$ cat src/rtl/rat_port_hub.sv
// rat_port_hub: RAT MCU port-bus hub. N_OUT write/readback registers at
// OUT_BASE.., N_IN synchronised input channels at IN_BASE.., plus an optional
// input-change interrupt controller (mask + write-1-to-clear pending) that is
// built only when RAT_PORT_HUB_IRQ_EN is defined.

// Per-channel two-flop synchroniser for one 8-bit raw input.
module rat_port_hub_sync (
  input  logic       CLK,
  input  logic       RESET,
  input  logic [7:0] din,
  output logic [7:0] dout
);
  logic [7:0] sync1;

  // sync1 -> sync2 (dout); both cleared by reset
  always_ff @(posedge CLK) begin
    if (RESET) begin
      sync1 <= '0;
      dout  <= '0;
    end else begin
      sync1 <= din;
      dout  <= sync1;
    end
  end
endmodule

module rat_port_hub #(
  parameter int         N_OUT       = 4,
  parameter int         N_IN        = 2,
  parameter logic [7:0] OUT_BASE    = 8'h40,
  parameter logic [7:0] IN_BASE     = 8'h20,
  parameter logic [7:0] IRQ_MASK_ID = 8'hF0,
  parameter logic [7:0] IRQ_STAT_ID = 8'hF1
) (
  input  logic              CLK,
  input  logic              RESET,
  input  logic [7:0]        PORT_ID,
  input  logic [7:0]        OUT_PORT,
  input  logic              IO_STRB,
  output logic [7:0]        IN_PORT,
  input  logic [N_IN*8-1:0] IN_DATA,
  output logic [N_OUT*8-1:0] OUT_DATA,
  output logic [N_OUT-1:0]  OUT_WE,
  output logic              INTR
);
  // ---- configuration sanity: ID ranges must be distinct ----
  localparam int OB = int'(OUT_BASE);
  localparam int IB = int'(IN_BASE);
  localparam int MI = int'(IRQ_MASK_ID);
  localparam int SI = int'(IRQ_STAT_ID);
  localparam bit BAD_SIZE = (N_OUT < 1) || (N_OUT > 16) || (N_IN < 1) || (N_IN > 8) ||
                            (OB + N_OUT > 256) || (IB + N_IN > 256);
  localparam bit OVL_IO   = (OB <= IB + N_IN - 1) && (IB <= OB + N_OUT - 1);
`ifdef RAT_PORT_HUB_IRQ_EN
  localparam bit OVL_IRQ  = (MI == SI) ||
                            (MI >= OB && MI < OB + N_OUT) || (MI >= IB && MI < IB + N_IN) ||
                            (SI >= OB && SI < OB + N_OUT) || (SI >= IB && SI < IB + N_IN);
`else
  localparam bit OVL_IRQ  = 1'b0;
`endif
  if (BAD_SIZE || OVL_IO || OVL_IRQ) begin : g_cfg_err
    $error("rat_port_hub: invalid size or overlapping port ID map");
  end

  // ---- output registers ----
  logic [N_OUT-1:0][7:0] out_q;
  logic [N_OUT-1:0]      wr_hit;

  // decode which output register (if any) this strobe targets
  always_comb begin
    wr_hit = '0;
    for (int i = 0; i < N_OUT; i++)
      wr_hit[i] = IO_STRB && (PORT_ID == OUT_BASE + 8'(i));
  end

  // register write and one-cycle write pulse; reset overrides a concurrent write
  always_ff @(posedge CLK) begin
    if (RESET) begin
      out_q  <= '0;
      OUT_WE <= '0;
    end else begin
      OUT_WE <= wr_hit;
      for (int i = 0; i < N_OUT; i++)
        if (wr_hit[i]) out_q[i] <= OUT_PORT;
    end
  end

  assign OUT_DATA = out_q;

  // ---- input channels ----
  logic [N_IN-1:0][7:0] sync2;

  for (genvar g = 0; g < N_IN; g++) begin : g_in
    rat_port_hub_sync u_sync (
      .CLK  (CLK),
      .RESET(RESET),
      .din  (IN_DATA[8*g +: 8]),
      .dout (sync2[g])
    );
  end

`ifdef RAT_PORT_HUB_IRQ_EN
  // ---- input-change interrupt controller ----
  logic [N_IN-1:0][7:0] prev;
  logic [N_IN-1:0]      pend, mask, chg;
  logic [1:0]           arm_cnt;
  logic                 armed;

  // synchroniser fill after reset looks like a change; ignore until armed
  assign armed = (arm_cnt == 2'd3);

  // per-channel change flag
  always_comb begin
    chg = '0;
    for (int i = 0; i < N_IN; i++)
      chg[i] = armed && (sync2[i] != prev[i]);
  end

  // arm counter, edge-detect history, mask and pending (set beats clear)
  always_ff @(posedge CLK) begin
    if (RESET) begin
      arm_cnt <= '0;
      prev    <= '0;
      mask    <= '0;
      pend    <= '0;
    end else begin
      if (!armed) arm_cnt <= arm_cnt + 2'd1;
      prev <= sync2;
      if (IO_STRB && PORT_ID == IRQ_MASK_ID) mask <= OUT_PORT[N_IN-1:0];
      if (IO_STRB && PORT_ID == IRQ_STAT_ID)
        pend <= (pend & ~OUT_PORT[N_IN-1:0]) | chg;
      else
        pend <= pend | chg;
    end
  end

  assign INTR = |(pend & mask);
`else
  assign INTR = 1'b0;
`endif

  // read mux; unmapped IDs return zero
  always_comb begin
    IN_PORT = 8'h00;
    for (int i = 0; i < N_OUT; i++)
      if (PORT_ID == OUT_BASE + 8'(i)) IN_PORT = out_q[i];
    for (int i = 0; i < N_IN; i++)
      if (PORT_ID == IN_BASE + 8'(i)) IN_PORT = sync2[i];
`ifdef RAT_PORT_HUB_IRQ_EN
    if (PORT_ID == IRQ_MASK_ID) IN_PORT[N_IN-1:0] = mask;
    if (PORT_ID == IRQ_STAT_ID) IN_PORT[N_IN-1:0] = pend;
`endif
  end
endmodule

$ cat config.mk
export PLATFORM = sky130hd
export DESIGN_NAME = rat_port_hub
export DESIGN_NICKNAME = d
export VERILOG_FILES = /design/src/rtl/rat_port_hub.sv
export SDC_FILE = /design/constraint.sdc
export NUM_CORES = 1
export LEC_CHECK = 0
export ABC_AREA = 1
export CAP_MARGIN = 20
export CORE_MARGIN = 2
export CORE_UTILIZATION = 25
export DETAILED_ROUTE_END_ITERATION = 7
export SLEW_MARGIN = 5
export SYNTH_ARGS = -nofsm -noshare
export SYNTH_HDL_FRONTEND = slang
export SYNTH_SLANG_ARGS = --single-unit
$ cat constraint.sdc
create_clock -name CLK -period 1.32 [get_ports CLK]
set_input_delay 0.132 -clock CLK [delete_from_list [all_inputs] [get_ports CLK]]
set_output_delay 0.132 -clock CLK [all_outputs]
set_load 0.005 [all_outputs]
== After elaboration in Yosys (flattened, before gate mapping) ==
Cells that the tools add are included.

* Bits of input ports: 35
* Output and inout port bits: 45
* Bits in registers: 68
* Logic and storage cells: 25

* Equality and inequality tests: 6
* Muxes and demuxes: 6
* Reductions and logical operators: 4

{| class="wikitable"
|+ Operators with widths
! kind !! count
|-
| $mux W8 || 6
|-
| $eq A8 B7 Y1 const B || 4
|-
| $eq A8 B6 Y1 const B || 2
|-
| $logic_and A1 B1 Y1 || 4
|}

== Longest topological paths before layout ==
Gate-level depths: netlist of run 1.

* Depth after elaboration: 7
* Mapped depth: 9

== Hierarchy ==
Synthesis of run 1 repeated with hierarchy kept, for this count alone.

* Cell total of the unflattened synthesis: 354
* Area, all modules: 2768.9 µm²

{| class="wikitable"
|+ By module, submodules not included
! module !! cells an instance !! area each (µm²) !! times used
|-
| rat_port_hub || 254 || 1820.5 || 1
|-
| rat_port_hub_sync || 50 || 474.2 || 2
|}

== Worst setup path before layout of run 1 ==
OpenSTA, ideal clock, no wires.

* Path type: input-to-output
* Start: in PORT_ID[2]
* End: out IN_PORT[3]
* Required time: 1.188 ns
* Cell stages on the path: 8
* Setup slack: 0.215 ns
* Data arrival time: 0.973 ns
* Cell sequence: inv_1 nand2_1 nor2_4 buf_2 nand3_1 nand2_1 nor2_1 nand4_1

* Cells in the longest elaborated chain, start to end: 7
* Elaborated cells on any way between the ends: 12
* Classes of those cells: eq/ne (6); mux (6)

{| class="wikitable"
|+ RTL lines
! item !! line !! RTL
|-
| start, declared || 37 || <nowiki>input logic [7:0] PORT_ID,</nowiki>
|-
| $eq A8 B7 Y1 || 146 || <nowiki>if (PORT_ID == OUT_BASE + 8'(i)) IN_PORT = out_q[i];</nowiki>
|-
| $mux W8 (4 in series) || 146 ||
|-
| $mux W8 || 148 || <nowiki>if (PORT_ID == IN_BASE + 8'(i)) IN_PORT = sync2[i];</nowiki>
|-
| $mux W8 * || 148 ||
|-
| end, declared || 40 || <nowiki>output logic [7:0] IN_PORT,</nowiki>
|}

Every way passes the cells marked *; elsewhere a longest branch is shown, timed or not.

== Final worst setup path of run 1 ==
* Start: reg out_q (netlist bit OUT_DATA[4])
* End: out IN_PORT[4]

* Cells in the longest elaborated chain, start to end: 6

{| class="wikitable"
|+ RTL lines
! item !! line !! RTL
|-
| start, declared || 66 || <nowiki>logic [N_OUT-1:0][7:0] out_q;</nowiki>
|-
| start signal, assigned || 79 || <nowiki>out_q <= '0;</nowiki>
|-
| start signal, assigned by index || 84 || <nowiki>if (wr_hit[i]) out_q[i] <= OUT_PORT;</nowiki>
|-
| $mux W8 (4 in series) || 146 ||
|-
| $mux W8 (2 in series) || 148 ||
|}

Every way passes these cells.

==> run_results.csv, run 1 <==
group,metric,value,unit
yosys,synth_warnings,0,
floorplan,die-area,11400,um^2
worst_setup_path,rrSetupSlack,0.56,ns
hold_path,hold_start,"IN_DATA[10]",
cells_and_area,fin_util,43.4,%
grt,first_global_vias,2659,
cells_and_area,antenna_cells,0,
worst_setup_path,r2r.worst_path.cells,3,
worst_setup_path,cp.required,1.19,ns
yosys,synth.avg_cell_area,7.55,um^2
worst_setup_path,start_kind,"flop",
routing,postRouteAntennaNets,0,
floorplan,die_x,107,um
cells_and_area,seq_area,1400,um^2
hold_path,hold_path.class,"in2reg",
cells_and_area,multi_input_area,1140,um^2
power_and_ir_drop,p_total,4.38,mW
grt,grt_overflow,0,
routing,routedWlPerCell,13.2,um
floorplan,initial_core_util,25.7,%
yosys,yosysSeqAreaShare,51.5,%
grt,antenna_found_initial,0,
cells_and_area,final_cells,631,
cells_and_area,layout.cells.most_common_list,"nor2_1, buf_4, inv_1",
cells_and_area,finalNetCount,525,
worst_setup_path,r2r-end,"OUT_DATA[4]",
grt,busiest_layer,"met2",
yosys,synth_edf_count,0,
cells_and_area,final_common_cell,"nor2_1",
routing,wl,8350,um
place,portBuffers,78,
hold_path,whs_path_depth,3,
clock_tree,cts_buffer_depth,2,
worst_setup_path,crit_path_top_delay_cell,"dfxtp_2",
clock_tree,clkLatencyLatePin,0.33,ns
routing,routed-via-count,2681,
worst_setup_path,crit_arrival,1.23,ns
power_and_ir_drop,pwr-share-comb,8.2,%
yosys,ys_ff_latch,68,
place,place_congestion,0.840,
sta,fin_hold_ws,0.299,ns
yosys,syn_area,2640,um^2
yosys,synth.distinct_cells,21,
clock_tree,htree_levels,3,
power_and_ir_drop,power_switching_share,22.3,%
floorplan,ios,80,
sta,final.setup.tns,-0.0718,ns
routing,dr.first_iter.drc_count,177,
worst_setup_path,cp_top_family,"simple AND/OR/NAND/NOR gates",
yosys,synth_ff_type,"dfxtp_1",
power_and_ir_drop,p_int,3.41,mW
place,hpwl,5710,um
clock_tree,cts_sinks,68,
worst_setup_path,cpPeakStageDelay,0.33,ns
place,placed_cells,589,
grt,met3_usage,4.56,%
routing,drc_errors,0,
clock_tree,clockRootBuffer,"clkbuf_8",
worst_setup_path,cp_num_buf_inv,1,
job,max_cap_viol_count,0,
hold_path,min_to,"g_in[1].u_sync.sync1[2]",
worst_setup_path,worstPathCellList,"nand3_2, nand2_2, nor2_1, nand4_1, buf_2",
floorplan,die_y,107,um
yosys,syn_inst,350,
worst_setup_path,cp-end-kind,"primary output",
grt,grt_pass1_wl,13300,um
clock_tree,clk_pin_slew,0.08,ns
sta,fin_crit_sh,103,%
cells_and_area,drive_gt1_share,36.2,%
worst_setup_path,cp_max_fo,2,
grt,track_usage,15.1,%
clock_tree,cts_buffers,9,
sta,rsz0062_at_grt,"true",
power_and_ir_drop,vdd_ir_drop_max,489,uV
cells_and_area,fillers,1070,
sta,fin_crit,1.36,ns
grt,use_met1,18.3,%
grt,grtUsageMet2,25.6,%
grt,grt_max_degree,29,
sta,final-setup-viol-count,3,
floorplan,core_area,10300,um^2
routing,firstDrtPassIters,5,
clock_tree,cts_tree,"done",
routing,viasPerCell,4.25,
worst_setup_path,reg2reg_from,"OUT_DATA[4]",
sta,hold_viol_final,0,
outcome,status,"finished, violations left",
sta,timing.fmax,736,MHz
worst_setup_path,critical_path_class,"reg2out",
yosys,synth_nets,385,
power_and_ir_drop,power_density,982,nW/um^2
power_and_ir_drop,switching_power,977,uW
sta,setup_slack,-0.0385,ns
sta,maxSlewViolCount,0,
sta,skew,0.00508,ns
yosys,postSynth.asyncResetShare,0,%
cells_and_area,areaGrowthSynthToFinish,68.9,%
power_and_ir_drop,clkPwrFrac,43.7,%
outcome,violations,"negative setup slack",
power_and_ir_drop,power.share.sequential,48.1,%
power_and_ir_drop,leakagePower,2.08,nW
floorplan,row_count,37,
-- power by group through the flow --
stage | clock [mW] | sequential [mW] | combinational, mW
after detailed placement | 0 | 2.16 | 0.301
after CTS | 1.95 | 2.11 | 0.354
after global placement | 0 | 2.16 | 0.299
after floorplan | 0 | 2.15 | 0.121
after global routing | 2.02 | 2.11 | 0.392
final | 1.91 | 2.11 | 0.360
-- synthesized netlist by cell type, types with 3 or more instances --
| cell | instances | area [um^2] |
|---|---|---|
| nand3_1 | 41 | 205 |
| nand4_1 | 8 | 50.1 |
| dfxtp_1 | 68 | 1360 |
| nor2_1 | 69 | 259 |
| buf_2 | 5 | 25.0 |
| buf_4 | 3 | 22.5 |
| o21ai_1 | 6 | 30.0 |
| nand2_1 | 32 | 120 |
| inv_1 | 55 | 206 |
| clkbuf_1 | 7 | 26.3 |
| a21oi_1 | 24 | 120 |
| o21ai_0 | 18 | 90.1 |
| nor2_4 | 3 | 33.8 |
-- sequential cells by signal (all words and copies together), names as in the netlist --
| signal | flops |
|---|---|
| OUT_DATA | 32 |
| OUT_WE | 4 |
| g_in.u_sync.dout | 16 |
| g_in.u_sync.sync1 | 16 |
-- worst max path at each step --
stage                 from    endpoint  slack, ns  depth (start not counted)
2_1_floorplan   PORT_ID[2]  IN_PORT[3]       0.21                          8
3_3_place_gp    PORT_ID[6]  IN_PORT[6]      -0.82                          8
3_5_place_dp    PORT_ID[6]  IN_PORT[1]      -0.83                          8
4_1_cts        OUT_DATA[0]  IN_PORT[0]      -0.05                          6
5_1_grt         PORT_ID[5]  IN_PORT[4]      -0.10                         11
6_report       OUT_DATA[4]  IN_PORT[4]      -0.04                          5
-- what timing repair did --
action | in CTS | in global routing
endpoints found under the setup margin | 70 | 11
setup buffers | 25 | 0
hold buffers | 0 | 0
gates resized for setup | 171 | 14
cloned | 3 | 0
pin swaps | 34 | 20
-- final cells by class --
| cell class | instances | share of cell area [%] |
|---|---|---|
| Sequential cell | 68 | 31.3 |
| Timing Repair Buffer | 145 | 29.3 |
| Multi-Input combinational cell | 209 | 25.6 |
| Inverter | 57 | 4.85 |
| Tap cell | 136 | 3.81 |
| Clock buffer | 11 | 3.17 |
| Clock inverter | 5 | 1.91 |
-- per-layer routing --
metal | up-vias | wire length, um
met1 | 1200 | 3760
li1 | 1377 | -
met4 | 0 | 116
met3 | 10 | 515
met2 | 94 | 3950
met5 | - | 0
-- worst min-delay path, delay by kind of cell --
kind                   cells  cell delay (ns)
buffers and inverters      2             0.44
and+or+nand+nor            1             0.03
-- logic make-up after synthesis --
logic type	share of synthesized area, %
buf+inv	11.7
flops	51.5
simple gates	27.5
other cells	0.142
compound gates	9.09
-- metrics by stage --
| step | instance area, um^2 | worst slack [ns] |
|---|---|---|
| 2_1_floorplan | 2640 | 0.215 |
| 3_3_place_gp | 3860 | -0.822 |
| 3_5_place_dp | 3860 | -0.827 |
| 4_1_cts | 4440 | -0.0477 |
| 5_1_grt | 4460 | -0.102 |
| 6_report | 4460 | -0.0385 |
No activity file was read; power rests on OpenSTA's default activity.
==> run 2, diff against run 1 <==
--- a/config.mk
+++ b/config.mk
@@ -7,3 +7,2 @@
 export LEC_CHECK = 0
-export ABC_AREA = 1
 export CAP_MARGIN = 20
@@ -12,2 +11,3 @@
 export DETAILED_ROUTE_END_ITERATION = 7
+export MAX_ROUTING_LAYER = met4
 export SLEW_MARGIN = 5
==> constraint.sdc (replaced) <==
create_clock -name CLK -period 1.32 [get_ports CLK]
set_input_delay 0.396 -clock CLK [delete_from_list [all_inputs] [get_ports CLK]]
set_output_delay 0.396 -clock CLK [all_outputs]
set_load 0.005 [all_outputs]
==> run 2 against run 1 <==
  * The flow still finishes with violations (negative setup slack)
  * Total power increased by 3.3%
  * Maximum frequency decreased by 47%
  * Largest power group unchanged
  * Hold slack improved by 0.098 ns
  * Via count decreased by 11%
  * Combinational power increased by 6.9%
  * Register-to-register slack about the same
  * Highest routed layer unchanged
  * Synthesized cell count decreased by 25%
  * Clock power increased by 7%
  * Non-clock buffer count increased by 6
  * Final cell count decreased by 13%
==> run_results.csv, run 2 <==
group,metric,value,unit
grt,first_global_vias,2340,
power_and_ir_drop,leakagePower,1.96,nW
grt,track_usage,14.2,%
routing,postRouteAntennaNets,0,
hold_path,hold_start,"PORT_ID[7]",
floorplan,initial_core_util,25.6,%
sta,setup_slack,-1.24,ns
grt,antenna_found_initial,0,
yosys,synth.distinct_cells,34,
cells_and_area,final_common_cell,"buf_6",
routing,viasPerCell,4.36,
worst_setup_path,start_kind,"input pin",
worst_setup_path,cp-startpoint,"PORT_ID[2]",
yosys,syn_inst,261,
clock_tree,cts_tree,"done",
place,hpwl,5380,um
worst_setup_path,crit_path_top_delay_cell,"or4b_4",
cells_and_area,antenna_cells,0,
floorplan,ios,80,
worst_setup_path,cp-end-kind,"primary output",
sta,timing.fmax,391,MHz
clock_tree,cts_buffer_depth,2,
yosys,syn_area,2630,um^2
yosys,synth_warnings,0,
clock_tree,clockRootBuffer,"clkbuf_8",
sta,fin_crit,2.56,ns
cells_and_area,drive_gt1_share,48.3,%
sta,fin_crit_sh,194,%
floorplan,row_count,37,
worst_setup_path,reg2reg_from,"OUT_DATA[19]",
yosys,synth_area_leader_cell,"dfxtp_1",
yosys,yosysSeqAreaShare,51.7,%
routing,drc_errors,0,
hold_path,hold_path.class,"in2reg",
yosys,ys_top_cells_by_count,"dfxtp_1, nor2_1, nor2b_1",
clock_tree,htree_levels,3,
routing,dr.first_iter.drc_count,58,
worst_setup_path,r2r-end,"OUT_DATA[19]",
power_and_ir_drop,vdd_ir_drop_max,641,uV
sta,skew,0.00329,ns
place,portBuffers,78,
grt,grt_max_degree,30,
routing,firstDrtPassIters,4,
clock_tree,clk_pin_slew,0.07,ns
power_and_ir_drop,pwr-share-comb,8.5,%
worst_setup_path,crit_arrival,2.16,ns
worst_setup_path,worstPathCellList,"buf_6, or4_4, or4b_4, buf_12, buf_16, a21oi_2, buf_2",
yosys,synth.avg_cell_area,10.1,um^2
power_and_ir_drop,p_total,4.53,mW
yosys,synth_top_area_share,51.7,%
routing,routedWlPerCell,14.1,um
power_and_ir_drop,clkPwrFrac,44.9,%
worst_setup_path,cp_top_family,"simple AND/OR/NAND/NOR gates",
yosys,synth_nets,296,
floorplan,core_area,10300,um^2
routing,routed-via-count,2383,
outcome,violations,"negative setup slack",
worst_setup_path,cp_num_buf_inv,4,
power_and_ir_drop,power_switching_share,21.4,%
cells_and_area,areaGrowthSynthToFinish,82.5,%
floorplan,die_y,107,um
grt,grt_pass1_wl,12100,um
cells_and_area,largest_register_ffs,32,
sta,final-setup-viol-count,41,
place,place_congestion,0.782,
hold_path,whs_path_depth,4,
worst_setup_path,cp_max_fo,7,
yosys,synth.area.top_cells,"dfxtp_1, mux2i_1, nor2b_1",
clock_tree,cts_sinks,68,
worst_setup_path,rrSetupSlack,0.55,ns
floorplan,die-area,11400,um^2
cells_and_area,fillers,941,
power_and_ir_drop,switching_power,969,uW
yosys,synth.most_common_cell,"dfxtp_1",
job,max_cap_viol_count,0,
clock_tree,clkLatencyLatePin,0.34,ns
worst_setup_path,r2r.worst_path.cells,3,
cells_and_area,finalNetCount,441,
sta,maxSlewViolCount,0,
worst_setup_path,cp.required,0.92,ns
power_and_ir_drop,p_int,3.56,mW
sta,rsz0062_at_grt,"true",
routing,wl,7670,um
worst_setup_path,cpPeakStageDelay,0.55,ns
sta,hold_viol_final,0,
sta,final.setup.tns,-19.36,ns
clock_tree,cts_buffers,9,
worst_setup_path,critical_path_class,"in2out",
hold_path,min_to,"OUT_WE[2]",
yosys,synth_ff_type,"dfxtp_1",
yosys,ys_ff_latch,68,
cells_and_area,layout.cells.most_common_list,"buf_6, nor2_1, nor2b_1",
yosys,synth_edf_count,0,
power_and_ir_drop,power.share.sequential,46.6,%
grt,grt_overflow,0,
floorplan,die_x,107,um
power_and_ir_drop,power_density,943,nW/um^2
outcome,status,"finished, violations left",
yosys,postSynth.asyncResetShare,0,%
-- run 2: changes by cell type in the layout (fill, tap and decap cells not counted), sizes merged, moves of 32 or more --
cell | previous run | this run
inv | 57 | 6
nand2 | 33 | 1
mux2i | 0 | 34
nor2 | 74 | 40
nor2b | 0 | 40
nand3 | 44 | 1
buf | 83 | 119
-- run 2: cell type report --
cell class	count	area, um^2	share of cell area [%]
clock buffers	9	124	2.58
clock inverters	6	114	2.37
inverters	6	22.5	0.469
multi-input cells	170	1390	28.9
flip-flops and latches	68	1400	29.2
well taps	136	170	3.54
repair buffers	151	1580	32.9
-- run 2: worst max path at each step --
stage / endpoint / slack [ns] / depth (start not counted)
2_1_floorplan: IN_PORT[1] / -1.12 / 7
3_5_place_dp: IN_PORT[3] / -1.96 / 7
6_report: IN_PORT[3] / -1.24 / 7
3_3_place_gp: IN_PORT[3] / -1.96 / 7
5_1_grt: IN_PORT[3] / -1.26 / 9
4_1_cts: IN_PORT[1] / -1.23 / 7
-- run 2: worst register-to-register path, stage by stage (launching register included) --
cell     delay (ns)
dfxtp_2        0.33
buf_6          0.11
mux2i_1        0.15
nor2_1         0.06
-- run 2: what timing repair did --
action	in CTS	in global routing
setup buffers	9	3
gates cloned	2	0
hold buffers	0	0
setup endpoints to repair	80	76
pin swaps	15	9
hold endpoints to repair	0	0
gates resized for setup	306	43
-- run 2: power groups by stage --
stage / logic [mW] / clock network, mW / registers (mW)
2_1_floorplan: 0.139 / 0 / 2.15
3_3_place_gp: 0.340 / 0 / 2.15
3_5_place_dp: 0.342 / 0 / 2.15
4_1_cts: 0.380 / 2.10 / 2.11
5_1_grt: 0.415 / 2.20 / 2.11
6_report: 0.385 / 2.04 / 2.11
-- run 2: metal layers --
layer | wire, um | share of wire, % | global-route usage, % | vias to the layer above
met4 | 53 | 0.69 | 4.73 | 0
met2 | 4010 | 52 | 23.7 | 70
li1 | - | - | - | 1187
met5 | 0 | 0 | - | -
met1 | 3250 | 42 | 16.8 | 1119
met3 | 354 | 4.6 | 3.53 | 7
-- run 2: cell families after synthesis --
group / count (synthesis) / share of synthesized area (%)
and+or+nand+nor: 99 / 20.7
DFF: 68 / 51.7
muxes: 36 / 13.8
AOI/OAI and AO/OA: 34 / 9.51
buffers and inverters: 23 / 4.09
other: 1 / 0.143
-- run 2: metrics by stage --
step           util (%)  std cells  hold slack (ns)  area, um^2  setup slack, ns
6_report           46.7        546            0.397        4800            -1.24
5_1_grt            46.7        546            0.398        4800            -1.26
4_1_cts            45.0        546            0.369        4630            -1.23
3_5_place_dp       39.4        522            0.423        4050            -1.96
3_3_place_gp       39.4        522            0.425        4050            -1.96
2_1_floorplan         -        261            0.414        2700            -1.12
==> run 3, diff against run 2 <==
Settings changed: CTS_CLUSTER_DIAMETER set to 200.
==> results of run 3 <==
The final DEF is identical to that of run 2; final timing and power are the same.
